$ cat config.mk
export PLATFORM = sky130hd
export DESIGN_NAME = adder_share_ctrl
export DESIGN_NICKNAME = d
export VERILOG_FILES = /design/src/rtl/adder_share_ctrl.sv
export SDC_FILE = /design/constraint.sdc
export NUM_CORES = 1
export LEC_CHECK = 0
export CORE_ASPECT_RATIO = 0.6
export CORE_MARGIN = 1.5
export CORE_UTILIZATION = 41
export DETAILED_ROUTE_END_ITERATION = 10
export GPL_TIMING_DRIVEN = 0
export PLACE_DENSITY = 0.8
export SLEW_MARGIN = 20
export SYNTH_ARGS = -nofsm -noshare
export SYNTH_HDL_FRONTEND = slang
export SYNTH_SLANG_ARGS = --single-unit
$ cat constraint.sdc
create_clock -name in_clk -period 8.4 [get_ports in_clk]
set_clock_uncertainty 0.1 [all_clocks]
set_input_delay 1.68 -clock in_clk [delete_from_list [all_inputs] [get_ports in_clk]]
set_output_delay 1.68 -clock in_clk [all_outputs]
set_load 0.01 [all_outputs]
$ cat src/rtl/adder_share_ctrl.sv
// Round-robin arbiter time-sharing one ripple carry adder
// between NUM_REQ requesters, with fixed settle time.

module ripplecarryadder #(
  parameter int W = 17
) (
  input  logic [W-1:0] a,
  input  logic [W-1:0] b,
  output logic [W-1:0] s
);

  logic [W-1:0] c;

  assign c[0] = 1'b0;

  // bitwise full-adder chain, carry ripples upward
  for (genvar i = 0; i < W; i++) begin : g_fa
    assign s[i] = a[i] ^ b[i] ^ c[i];
    if (i < W - 1) begin : g_c
      assign c[i+1] = (a[i] & b[i]) | (c[i] & (a[i] ^ b[i]));
    end
  end

endmodule

module adder_share_ctrl #(
  parameter int BITS          = 16,
  parameter int NUM_REQ       = 4,
  parameter int SETTLE_CYCLES = 2
) (
  input  logic                    in_clk,
  input  logic                    in_rst,
  input  logic [NUM_REQ-1:0]      in_req,
  input  logic [NUM_REQ*BITS-1:0] in_a,
  input  logic [NUM_REQ*BITS-1:0] in_b,
  output logic [NUM_REQ-1:0]      out_ack,
  output logic [BITS-1:0]         out_sum,
  output logic                    out_carry,
  output logic                    out_valid,
  output logic                    out_busy,
  output logic [$clog2(NUM_REQ)-1:0] out_grant_idx
);

  localparam int IW = $clog2(NUM_REQ);
  localparam int CW = $clog2(SETTLE_CYCLES + 1);

  typedef enum logic [1:0] {
    IDLE,
    SETTLE,
    DONE
  } state_t;

  state_t          state_q;
  state_t          state_d;
  logic [CW-1:0]   cnt_q;
  logic [BITS-1:0] opa_q;
  logic [BITS-1:0] opb_q;
  logic [BITS-1:0] sum_q;
  logic            carry_q;
  logic [IW-1:0]   gidx_q;
  logic [IW-1:0]   last_q;
  logic [IW-1:0]   sel;
  logic            found;
  logic [BITS:0]   res;

  ripplecarryadder #(
    .W(BITS + 1)
  ) u_rca (
    .a({1'b0, opa_q}),
    .b({1'b0, opb_q}),
    .s(res)
  );

  // first pending request strictly after the last one served
  always_comb begin
    found = 1'b0;
    sel   = '0;
    for (int o = 1; o <= NUM_REQ; o++) begin
      if (!found && in_req[(int'(last_q) + o) % NUM_REQ]) begin
        found = 1'b1;
        sel   = IW'((int'(last_q) + o) % NUM_REQ);
      end
    end
  end

  // next-state logic
  always_comb begin
    state_d = state_q;
    unique case (state_q)
      IDLE:    if (found) state_d = SETTLE;
      SETTLE:  if (cnt_q == '0) state_d = DONE;
      DONE:    state_d = IDLE;
      default: state_d = IDLE;
    endcase
  end

  // state register
  always_ff @(posedge in_clk) begin
    if (in_rst) state_q <= IDLE;
    else        state_q <= state_d;
  end

  // operand latch, settle count, result capture, rr pointer
  always_ff @(posedge in_clk) begin
    if (in_rst) begin
      cnt_q   <= '0;
      opa_q   <= '0;
      opb_q   <= '0;
      sum_q   <= '0;
      carry_q <= 1'b0;
      gidx_q  <= '0;
      last_q  <= IW'(NUM_REQ - 1);
    end else begin
      unique case (state_q)
        IDLE: begin
          if (found) begin
            opa_q  <= in_a[int'(sel)*BITS +: BITS];
            opb_q  <= in_b[int'(sel)*BITS +: BITS];
            gidx_q <= sel;
            cnt_q  <= CW'(SETTLE_CYCLES - 1);
          end
        end
        SETTLE: begin
          if (cnt_q == '0) begin
            sum_q   <= res[BITS-1:0];
            carry_q <= res[BITS];
          end else begin
            cnt_q <= cnt_q - 1'b1;
          end
        end
        DONE:    last_q <= gidx_q;
        default: ;
      endcase
    end
  end

  assign out_valid     = (state_q == DONE);
  assign out_busy      = (state_q != IDLE);
  assign out_ack       = out_valid ? (NUM_REQ'(1) << gidx_q) : '0;
  assign out_sum       = sum_q;
  assign out_carry     = carry_q;
  assign out_grant_idx = gidx_q;

endmodule

==> reports/results.tsv, run 1 <==
metric	value	unit
status	complete, no violations	
endpoint	out_sum[15]$_SDFFE_PP0P_	
track_usage	23.75	%
grt_max_degree	11	
worst_setup_path_start_kind	flop	
viasPerCell	5.021	
grt.overflow.total	0	
finalSetupTns	0	ps
start_util	42.44	%
drt_iter0_drc	200	
numCtsBuffers	9	
max-cap-violations	0	
holdCritPathClass	reg -> reg	
power_density	186.2	mW/mm^2
post-route-min-period	6876	ps
synth_area_leaders	dfxtp_1 34%, mux2i_1 19%, o221ai_2 13%, fa_1 9.0%, nand2_1 7.0%	
finalHoldViolCount	0	
yosysMostFrequentCell	mux2i_1	
dieArea	0.008729	mm^2
detailed_place_hpwl	8.104	mm
crit_path_end_kind	flop	
crit_chain	ha_1, inv_1, fa_1, inv_1, fa_1, fa_1, fa_1, fa_1, fa_1, fa_1, fa_1, fa_1, fa_1, fa_1, fa_1, fa_1, fa_1, inv_1, fa_1, a211oi_1	
holdWs	352.2	ps
grt_pass1_vias	3055	
cts.clk_slew.worst_paths	50	ps
fin_area	0.005350	mm^2
cts_buffer_depth	2	
max-slew-margin-rel	60.67	%
grt_pass1_wl	15.79	mm
cts_hold_buf	0	
fp-row-count	25	
slowest_stage	fa_1	
drt-pass1-iter-count	4	
n_antenna_cell	0	
cpPeakStageDelay	420	ps
die_h	72.97	um
leakage	0.002293	uW
synth_edf_count	0	
ys_seq_area_share	34.11	%
reg2reg_slack	1520	ps
wire_per_inst	16.39	um
yosys.area.top_type_share	34.11	%
r2r-start	opa_q[0]$_SDFFE_PP0P_	
synth_area	0.003346	mm^2
crit_path_frequent_cell	fa_1	
yosysTopAreaCell	dfxtp_1	
tritoncts	yes	
synth_seq_cells	57	
synth_commonest_cells	65 x mux2i_1, 62 x nand2_1, 57 x dfxtp_1	
areaGrowthSynthToFinish	59.91	%
crit_family	adder cells	
synth_warnings	0	
critPathLaunch	opa_q[0]$_SDFFE_PP0P_	
synth_cell_types	32	
synthCells	331	
clock_latency	320	ps
antenna_found_initial	0	
core	0.007883	mm^2
max_freq	145.4	MHz
async_flop_share	0	%
peakVddDrop	112.9	uV
ios	159	
layout-drive-gt1-share	12.10	%
place_area	0.005052	mm^2
rr_worst_depth	20	
syn_nets	482	
clock-root-buffer	clkbuf_16	
finalCritPeriodShare	81.86	%
final_nets	650	
cts_setup_buffers	0	
r2r_end	out_sum[15]$_SDFFE_PP0P_	
tightest_slew	588.7	ps
io_buffers	157	
antenna_left	0	
gp_congestion	0.7972	
vias	3073	
synth-main-ff-cell	dfxtp_1	
arrival	7020	ps
cp.depth	20	
critical_path_buf_inv_count	3	
clock_sinks	57	
cts-htree-levels	3	
routed_wl	10.03	mm
setup_violations	0	
grt_setup_unrepaired	no	
slew_viol_final	0	
cts-resized-gates	0	
avgSynthCellArea	10.11	um^2
die_w	119.6	um
worstPathMaxFanout	2	
remaining_drc_errors	0	
num-fill-cells	634	
path_class	reg -> reg	
required	8540	ps
[worst register-to-register path: stages (launching register included)]
cell and delay (ps):
dfxtp_1 350, ha_1 210, inv_1 60, fa_1 170, inv_1 50, fa_1 380, fa_1 390, fa_1 390
fa_1 400, fa_1 400, fa_1 400, fa_1 410, fa_1 400, fa_1 400, fa_1 410, fa_1 400
fa_1 420, fa_1 380, inv_1 80, fa_1 400, a211oi_1 190
[area by class of cell]
cell class / instances / area, um^2 / area share [%]
plain buffers: 23 / 137.6 / 2.572
clock buffers: 11 / 242.7 / 4.537
well taps: 108 / 135.1 / 2.526
clock inverters: 5 / 55.05 / 1.029
multi-input cells: 235 / 2007 / 37.51
flip-flops and latches: 57 / 1141 / 21.33
inverters: 16 / 60.06 / 1.123
repair buffers: 157 / 1572 / 29.37
[kinds of logic after synthesis]
| family | after synthesis | synth area share (%) |
|---|---|---|
| AOI/OAI and AO/OA | 62 | 19.41 |
| adders and majority gates | 17 | 9.723 |
| buffers and inverters | 39 | 5.908 |
| DFF | 57 | 34.11 |
| muxes | 66 | 19.78 |
| and+or+nand+nor | 90 | 11.07 |
[worst min path at each step]
stage                       startpoint                      end  depth (start not counted)
2_1_floorplan   opa_q[15]$_SDFFE_PP0P_   opa_q[15]$_SDFFE_PP0P_                          2
3_3_place_gp   out_sum[2]$_SDFFE_PP0P_  out_sum[2]$_SDFFE_PP0P_                          2
3_5_place_dp   out_sum[0]$_SDFFE_PP0P_  out_sum[0]$_SDFFE_PP0P_                          2
4_1_cts        out_sum[0]$_SDFFE_PP0P_  out_sum[0]$_SDFFE_PP0P_                          2
5_1_grt        out_sum[0]$_SDFFE_PP0P_  out_sum[0]$_SDFFE_PP0P_                          2
6_report       out_sum[0]$_SDFFE_PP0P_  out_sum[0]$_SDFFE_PP0P_                          2
[registers in the layout, indices dropped and copies added, names as in the netlist]
signal / flops
opa_q: 16
out_carry: 1
out_sum: 16
last_q: 2
opb_q: 16
cnt_q: 2
state_q: 2
out_grant_idx: 2
[power by group]
part	internal [uW]	switching (uW)	leakage, uW
clock	236	125	0.000142
sequential	309	31.6	0.000469
combinational	160	134	0.00168
[per-layer routing]
| layer | track usage, % | vias up | wire (um) |
|---|---|---|---|
| met5 | 0 | - | 0 |
| met1 | 32.78 | 1430 | 4800 |
| met3 | 6.250 | 11 | 684 |
| li1 | - | 1522 | - |
| met2 | 38.19 | 110 | 4474 |
| met4 | 4.365 | 0 | 70 |
[cells in the final DEF, fill, tap and decap left out, drive strengths merged]
cell type and instances:
a22oi 1, dfxtp 57, mux2i 65, clkdlybuf4s50 157, a211oi 5, o211ai 2, clkinvlp 2, nand3b 1
nor3b 1, a21o 2, nor2 15, fa 15, nand2 62, ha 2, or2 1, clkbuf 20
a31oi 1, and3b 1, o221ai 32, bufinv 1, buf 14, mux2 1, a21oi 17, nor2b 1
nor3 3, o22ai 1, or3 1, clkinv 2, nand2b 3, inv 16, nand3 1, o21ai 1
[per-stage QoR]
| stage | cells | power, uW | utilization, % | setup slack, ps |
|---|---|---|---|---|
| global placement | 596 | 632.3 | 64.10 | 1590 |
| floorplan | 331 | 498.4 | - | 1963 |
| CTS | 612 | 998.9 | 67.87 | 1537 |
| detailed placement | 596 | 637.7 | 64.10 | 1557 |
| finish | 612 | 996.2 | 67.87 | 1524 |
| global route | 612 | 1037 | 67.87 | 1357 |
(Power assumes the default switching activity.)
==> run 2, diff against run 1 <==
- clock period: 8.4 -> 6.7 ns (I/O delays scaled with it)
==> run 2 against run 1 <==
Global-route usage unchanged. Power is 26% higher. Sequential power is 26% higher. Clock power increased by 25%. Critical endpoint unchanged. Largest power group unchanged. Highest routed layer unchanged.
==> reports/results.tsv, run 2 (same netlist as run 1, synthesis figures left out) <==
metric	value	unit	change
grt_setup_unrepaired	no		
die_h	72.97	um	unchanged
clock-root-buffer	clkbuf_16		
r2r_end	out_sum[15]$_SDFFE_PP0P_		
grt_pass1_wl	15.79	mm	unchanged
worst_setup_path_start_kind	flop		
track_usage	23.75	%	unchanged
wire_per_inst	16.54	um	+0.93%
drt_iter0_drc	173		-14%
slowest_stage	fa_1		
final_util	68.10	%	+0.22 points
numCtsBuffers	9		unchanged
gp_congestion	0.7972		unchanged
ios	159		unchanged
max-cap-violations	0		unchanged
vias	3075		+0.065%
drt-pass1-iter-count	5		+1
peakVddDrop	138.9	uV	+23%
critical_path_buf_inv_count	3		unchanged
areaGrowthSynthToFinish	60.43	%	
rr_worst_depth	20		unchanged
place_area	0.005052	mm^2	unchanged
r2r-start	opa_q[0]$_SDFFE_PP0P_		
core	0.007883	mm^2	unchanged
max_freq	153.0	MHz	+5.2%
cts-htree-levels	3		unchanged
max-slew-margin-rel	60.22	%	-0.44 points
routed_wl	10.12	mm	+0.93%
cts_buffer_depth	2		unchanged
io_buffers	157		unchanged
tritoncts	yes		
crit_family	adder cells		
worstPathMaxFanout	2		unchanged
arrival	6670	ps	-350 ps
dieArea	0.008729	mm^2	unchanged
die_w	119.6	um	unchanged
grt.overflow.total	0		unchanged
critPathLaunch	opa_q[0]$_SDFFE_PP0P_		
fp-row-count	25		unchanged
status	complete, no violations		
viasPerCell	5.025		about the same
cpPeakStageDelay	400	ps	-20 ps
leakage	0.002279	uW	-0.61%
finalCritPeriodShare	97.53	%	+16 points
start_util	42.44	%	unchanged
setup_violations	0		unchanged
final_cell_mix	157 x clkdlybuf4s50_1, 65 x mux2i_1, 62 x nand2_1		
fin_area	0.005368	mm^2	+0.33%
clock_sinks	57		unchanged
cts_hold_buf	0		unchanged
reg2reg_slack	170	ps	-1360 ps
holdCritPathClass	reg -> reg		
tightest_slew	595.3	ps	+6.642 ps
detailed_place_hpwl	8.104	mm	unchanged
final_common_cell	clkdlybuf4s50_1		
crit_path_end_kind	flop		
required	6840	ps	-1700 ps
power_density	233.4	mW/mm^2	+25%
finalHoldViolCount	0		unchanged
crit_path_frequent_cell	fa_1		
grt_max_degree	11		unchanged
cp.depth	20		unchanged
antenna_left	0		unchanged
grt_pass1_vias	3055		unchanged
cts.clk_slew.worst_paths	50	ps	about the same
post-route-min-period	6534	ps	-341.6 ps
crit_chain	ha_1, inv_1, fa_1, inv_1, fa_1, fa_1, fa_2, fa_2, fa_2, fa_2, fa_2, fa_1, fa_1, fa_2, fa_1, fa_2, fa_1, inv_1, fa_1, a211oi_1		
remaining_drc_errors	0		unchanged
clock_latency	330	ps	about the same
path_class	reg -> reg		
antenna_found_initial	0		unchanged
final_nets	650		unchanged
endpoint	out_sum[15]$_SDFFE_PP0P_		
n_antenna_cell	0		unchanged
layout-drive-gt1-share	13.49	%	+1.4 points
slew_viol_final	0		unchanged
## run 2: routing by layer
layer	vias up	GRT usage (%)	part of all wire [%]
met5	-	0	0
met4	0	4.365	0.27
met3	6	6.250	7.1
met2	122	38.19	45
met1	1428	32.78	47
li1	1519	-	-
## run 2: area by class of cell
type                       count  area [um^2]
buffer                        23        137.6
tap                          108        135.1
clock buffer                  11        242.7
inverter                      16        60.06
multi-input combinational    235         2024
sequential                    57         1141
fill                         631         2515
timing repair buffer         157         1572
clock inverter                 5        55.05
## run 2: timing repair
action / CTS / global route
cloned: 0 / 0
endpoints found under the setup margin: 1 / 1
resized for setup: 4 / 3
pin swaps: 0 / 0
buffers inserted: 0 / 0
## run 2: stage by stage
stage	power, uW	TNS (ps)	hold slack (ps)	worst slack [ps]	instances
global placement	792.7	-110.0	345.3	-110.0	596
CTS	1254	0	355.1	42.14	612
finish	1253	0	352.1	165.6	612
detailed placement	799.4	-142.8	348.3	-142.8	596
floorplan	624.8	0	332.6	262.8	331
global route	1304	0	376.5	30.60	612
## run 2: worst reg2reg max path, delay by kind of cell, from the launching register on
kind            cells  cell delay [ps]
compound gates      1              190
buf+inv             3              190
flops               1              350
fa+ha+maj          16             5620
## run 2: how the worst min path moves through the flow
stage,from,endpoint,slack [ps],cells past startpoint
finish,out_sum[0]$_SDFFE_PP0P_,out_sum[0]$_SDFFE_PP0P_,350,2
global route,out_sum[0]$_SDFFE_PP0P_,out_sum[0]$_SDFFE_PP0P_,380,2
CTS,out_sum[0]$_SDFFE_PP0P_,out_sum[0]$_SDFFE_PP0P_,360,2
global placement,out_sum[2]$_SDFFE_PP0P_,out_sum[2]$_SDFFE_PP0P_,350,2
detailed placement,out_sum[0]$_SDFFE_PP0P_,out_sum[0]$_SDFFE_PP0P_,350,2
floorplan,opa_q[15]$_SDFFE_PP0P_,opa_q[15]$_SDFFE_PP0P_,330,2
## run 2: power breakdown
| group | internal, uW | total [uW] | leakage, uW | switching [uW] |
|---|---|---|---|---|
| Clock | 296 | 453 | 0.000142 | 157 |
| Sequential | 387 | 428 | 0.000469 | 41.1 |
| Combinational | 203 | 372 | 0.00167 | 169 |
==> run 3, diff against run 2 <==
- ABC_AREA: not set -> 1
- CORE_UTILIZATION: 41 -> 45
- PLACE_DENSITY: 0.8 -> 0.82
==> run 3 against run 2 <==
Combinational power grew to 3.1 times the previous value. Count of clock-buffer cells in the layout down 1. Clock power decreased by 10%. Global-route usage increased by 3.3 points. Critical endpoint unchanged.
==> reports/results.tsv, run 3 <==
metric	value	unit	change
slew_viol_final	0		unchanged
synth_cell_types	26		-19%
cts_setup_buffers	0		unchanged
clock_latency	330	ps	about the same
synth_area	0.004038	mm^2	+21%
tritoncts	yes		
max_freq	152.9	MHz	about the same
io_buffers	157		unchanged
synth_commonest_cells	164 x nand2_1, 128 x nand3_1, 97 x inv_1		
swShare	43.90	%	+15 points
remaining_drc_errors	0		unchanged
post-route-min-period	6539	ps	+4.914 ps
max-cap-violations	0		unchanged
num-fill-cells	707		+12%
viasPerCell	5.124		+2.0%
cpPeakStageDelay	420	ps	+20 ps
worst_setup_path_start_kind	flop		
grt_setup_unrepaired	no		
final_common_cell	nand2_1		
register_area	0.001141	mm^2	unchanged
layout-drive-gt1-share	8.444	%	-5.0 points
place_inst	925		+55%
final_cell_mix	164 x nand2_1, 157 x clkdlybuf4s50_1, 128 x nand3_1		
finalCritPeriodShare	97.60	%	about the same
grt_pass1_wl	20.87	mm	+32%
critical_path_buf_inv_count	3		unchanged
finalHoldViolCount	0		unchanged
core	0.008621	mm^2	+9.4%
crit_path_frequent_cell	fa_2		
syn_nets	807		+67%
track_usage	27.02	%	+3.3 points
cts_buffer_depth	2		unchanged
die_h	76.37	um	+4.7%
routed_wl	12.92	mm	+28%
finalPower	2106	uW	+68%
synth_edf_count	0		unchanged
synth_area_leaders	dfxtp_1 28%, nand3_1 16%, nand2_1 15%, inv_1 9.0%, nor2_1 8.0%		
antenna_found_initial	0		unchanged
max-slew-margin-rel	67.06	%	+6.8 points
synth-main-ff-cell	dfxtp_1		
final_nets	975		+50%
p_int	1181	uW	+33%
pwr-share-seq	26.3	%	-7.9 points
synthCells	656		+98%
areaGrowthSynthToFinish	49.67	%	
tightest_slew	494.1	ps	-101.2 ps
drt_iter0_drc	381		+120%
vias	4822		+57%
detailed_place_hpwl	10.31	mm	+27%
stdcell_count	941		+54%
n_antenna_cell	0		unchanged
leakage	0.002895	uW	+27%
ios	159		unchanged
power_density	348.5	mW/mm^2	+49%
avgSynthCellArea	6.155	um^2	-39%
yosys.area.top_type_share	28.26	%	-5.8 points
grt_max_degree	11		unchanged
grt.overflow.total	0		unchanged
synth_seq_cells	57		unchanged
arrival	6700	ps	+30 ps
crit_path_end_kind	flop		
worstPathMaxFanout	2		unchanged
clock-root-buffer	clkbuf_16		
status	complete, no violations		
p_clk_share	19.3	%	-17 points
drt-pass1-iter-count	5		unchanged
crit_chain	ha_1, inv_1, fa_1, inv_1, fa_2, fa_2, fa_2, fa_2, fa_2, fa_2, fa_2, fa_2, fa_2, fa_1, fa_2, fa_2, fa_2, inv_2, fa_1, or2_2, a21oi_1		
path_class	reg -> reg		
required	6860	ps	+20 ps
antenna_left	0		unchanged
crit_family	adder cells		
async_flop_share	0	%	unchanged
die_w	125.3	um	+4.7%
setup_violations	0		unchanged
clock_sinks	57		unchanged
yosysTopAreaCell	dfxtp_1		
cts_hold_buf	0		unchanged
comb_power_share	54.4	%	+25 points
grt_pass1_vias	4478		+47%
holdCritPathClass	reg -> reg		
start_util	46.84	%	+4.4 points
peakVddDrop	196.1	uV	+41%
yosysMostFrequentCell	nand2_1		
ys_seq_area_share	28.26	%	-5.8 points
dieArea	0.009568	mm^2	+9.6%
cts.clk_slew.worst_paths	50	ps	about the same
p_switching	924.5	uW	+150%
wire_per_inst	13.73	um	-17%
multi_input_area	0.002325	mm^2	+15%
numCtsBuffers	9		unchanged
fp-row-count	26		+4.0%
synth_warnings	0		unchanged
cts-htree-levels	3		unchanged
slowest_stage	fa_1		
gp_congestion	0.8398		+5.3%
run 3: worst paths after layout:
| check | depth (start not counted) | slack (ps) | startpoint | to |
|---|---|---|---|---|
| max reg2reg | 21 | 160 | opa_q[0]$_SDFFE_PP0P_ | out_sum[15]$_SDFFE_PP0P_ |
| min | 2 | 360 | out_sum[0]$_SDFFE_PP0P_ | out_sum[0]$_SDFFE_PP0P_ |
| max | 21 | 160 | opa_q[0]$_SDFFE_PP0P_ | out_sum[15]$_SDFFE_PP0P_ |
| min reg2reg | 2 | 360 | out_sum[0]$_SDFFE_PP0P_ | out_sum[0]$_SDFFE_PP0P_ |
run 3: routing by layer:
metal  share of wire, %  vias to the layer above  GRT usage [%]  routed length (um)
li1                   -                     2365              -                   -
met1                 45                     2177          36.83                5766
met2                 43                      245          42.19                5601
met3                9.6                       35          6.601                1247
met4                2.4                        0          8.750                 307
met5                  0                        -              0                   0
run 3: cell families after synthesis:
kind of cell    after synthesis  synth area share [%]
simple gates                392                 42.02
fa+ha+maj                    17                 8.057
buf+inv                     139                 14.91
compound gates               51                 6.755
flops                        57                 28.26
run 3: worst reg2reg max path: stages (launching register included):
cell     delay, ps
dfxtp_1        310
ha_1           180
inv_1           60
fa_1           170
inv_1           60
fa_2           350
fa_2           360
fa_2           350
fa_2           350
fa_2           360
fa_2           350
fa_2           360
fa_2           350
fa_2           350
fa_1           390
fa_2           370
fa_2           370
fa_2           350
inv_2           90
fa_1           420
or2_2          300
a21oi_1        130
run 3: final cells by class:
type	instances	area share (%)
multi-input combinational	460	38.47
timing repair buffer	157	26.00
sequential	57	18.88
inverter	101	6.356
clock buffer	10	3.789
buffer	38	3.602
tap	112	2.319
clock inverter	6	0.5797
run 3: per-stage QoR:
step / area (um^2) / util (%) / setup slack (ps) / hold WS (ps) / TNS [ps]
6_report: 6043 / 70.10 / 160.7 / 360.2 / 0
3_3_place_gp: 5749 / 66.69 / -195.2 / 344.4 / -195.2
4_1_cts: 6036 / 70.01 / 42.66 / 360.4 / 0
3_5_place_dp: 5749 / 66.69 / -370.5 / 354.6 / -370.5
2_1_floorplan: 4038 / - / 71.33 / 331.1 / 0
5_1_grt: 6043 / 70.10 / 51.21 / 377.4 / 0
run 3: what timing repair did:
action,4_1_cts,5_1_grt
gates cloned,0,0
gates resized for setup,10,3
endpoints found under the setup margin,1,1
run 3: power groups by stage:
| stage | Combinational (uW) | Sequential [uW] | Clock, uW |
|---|---|---|---|
| detailed placement | 1110 | 553 | 0 |
| floorplan | 707 | 543 | 0 |
| global route | 1270 | 565 | 422 |
| CTS | 1120 | 550 | 405 |
| finish | 1150 | 553 | 406 |
| global placement | 1060 | 546 | 0 |
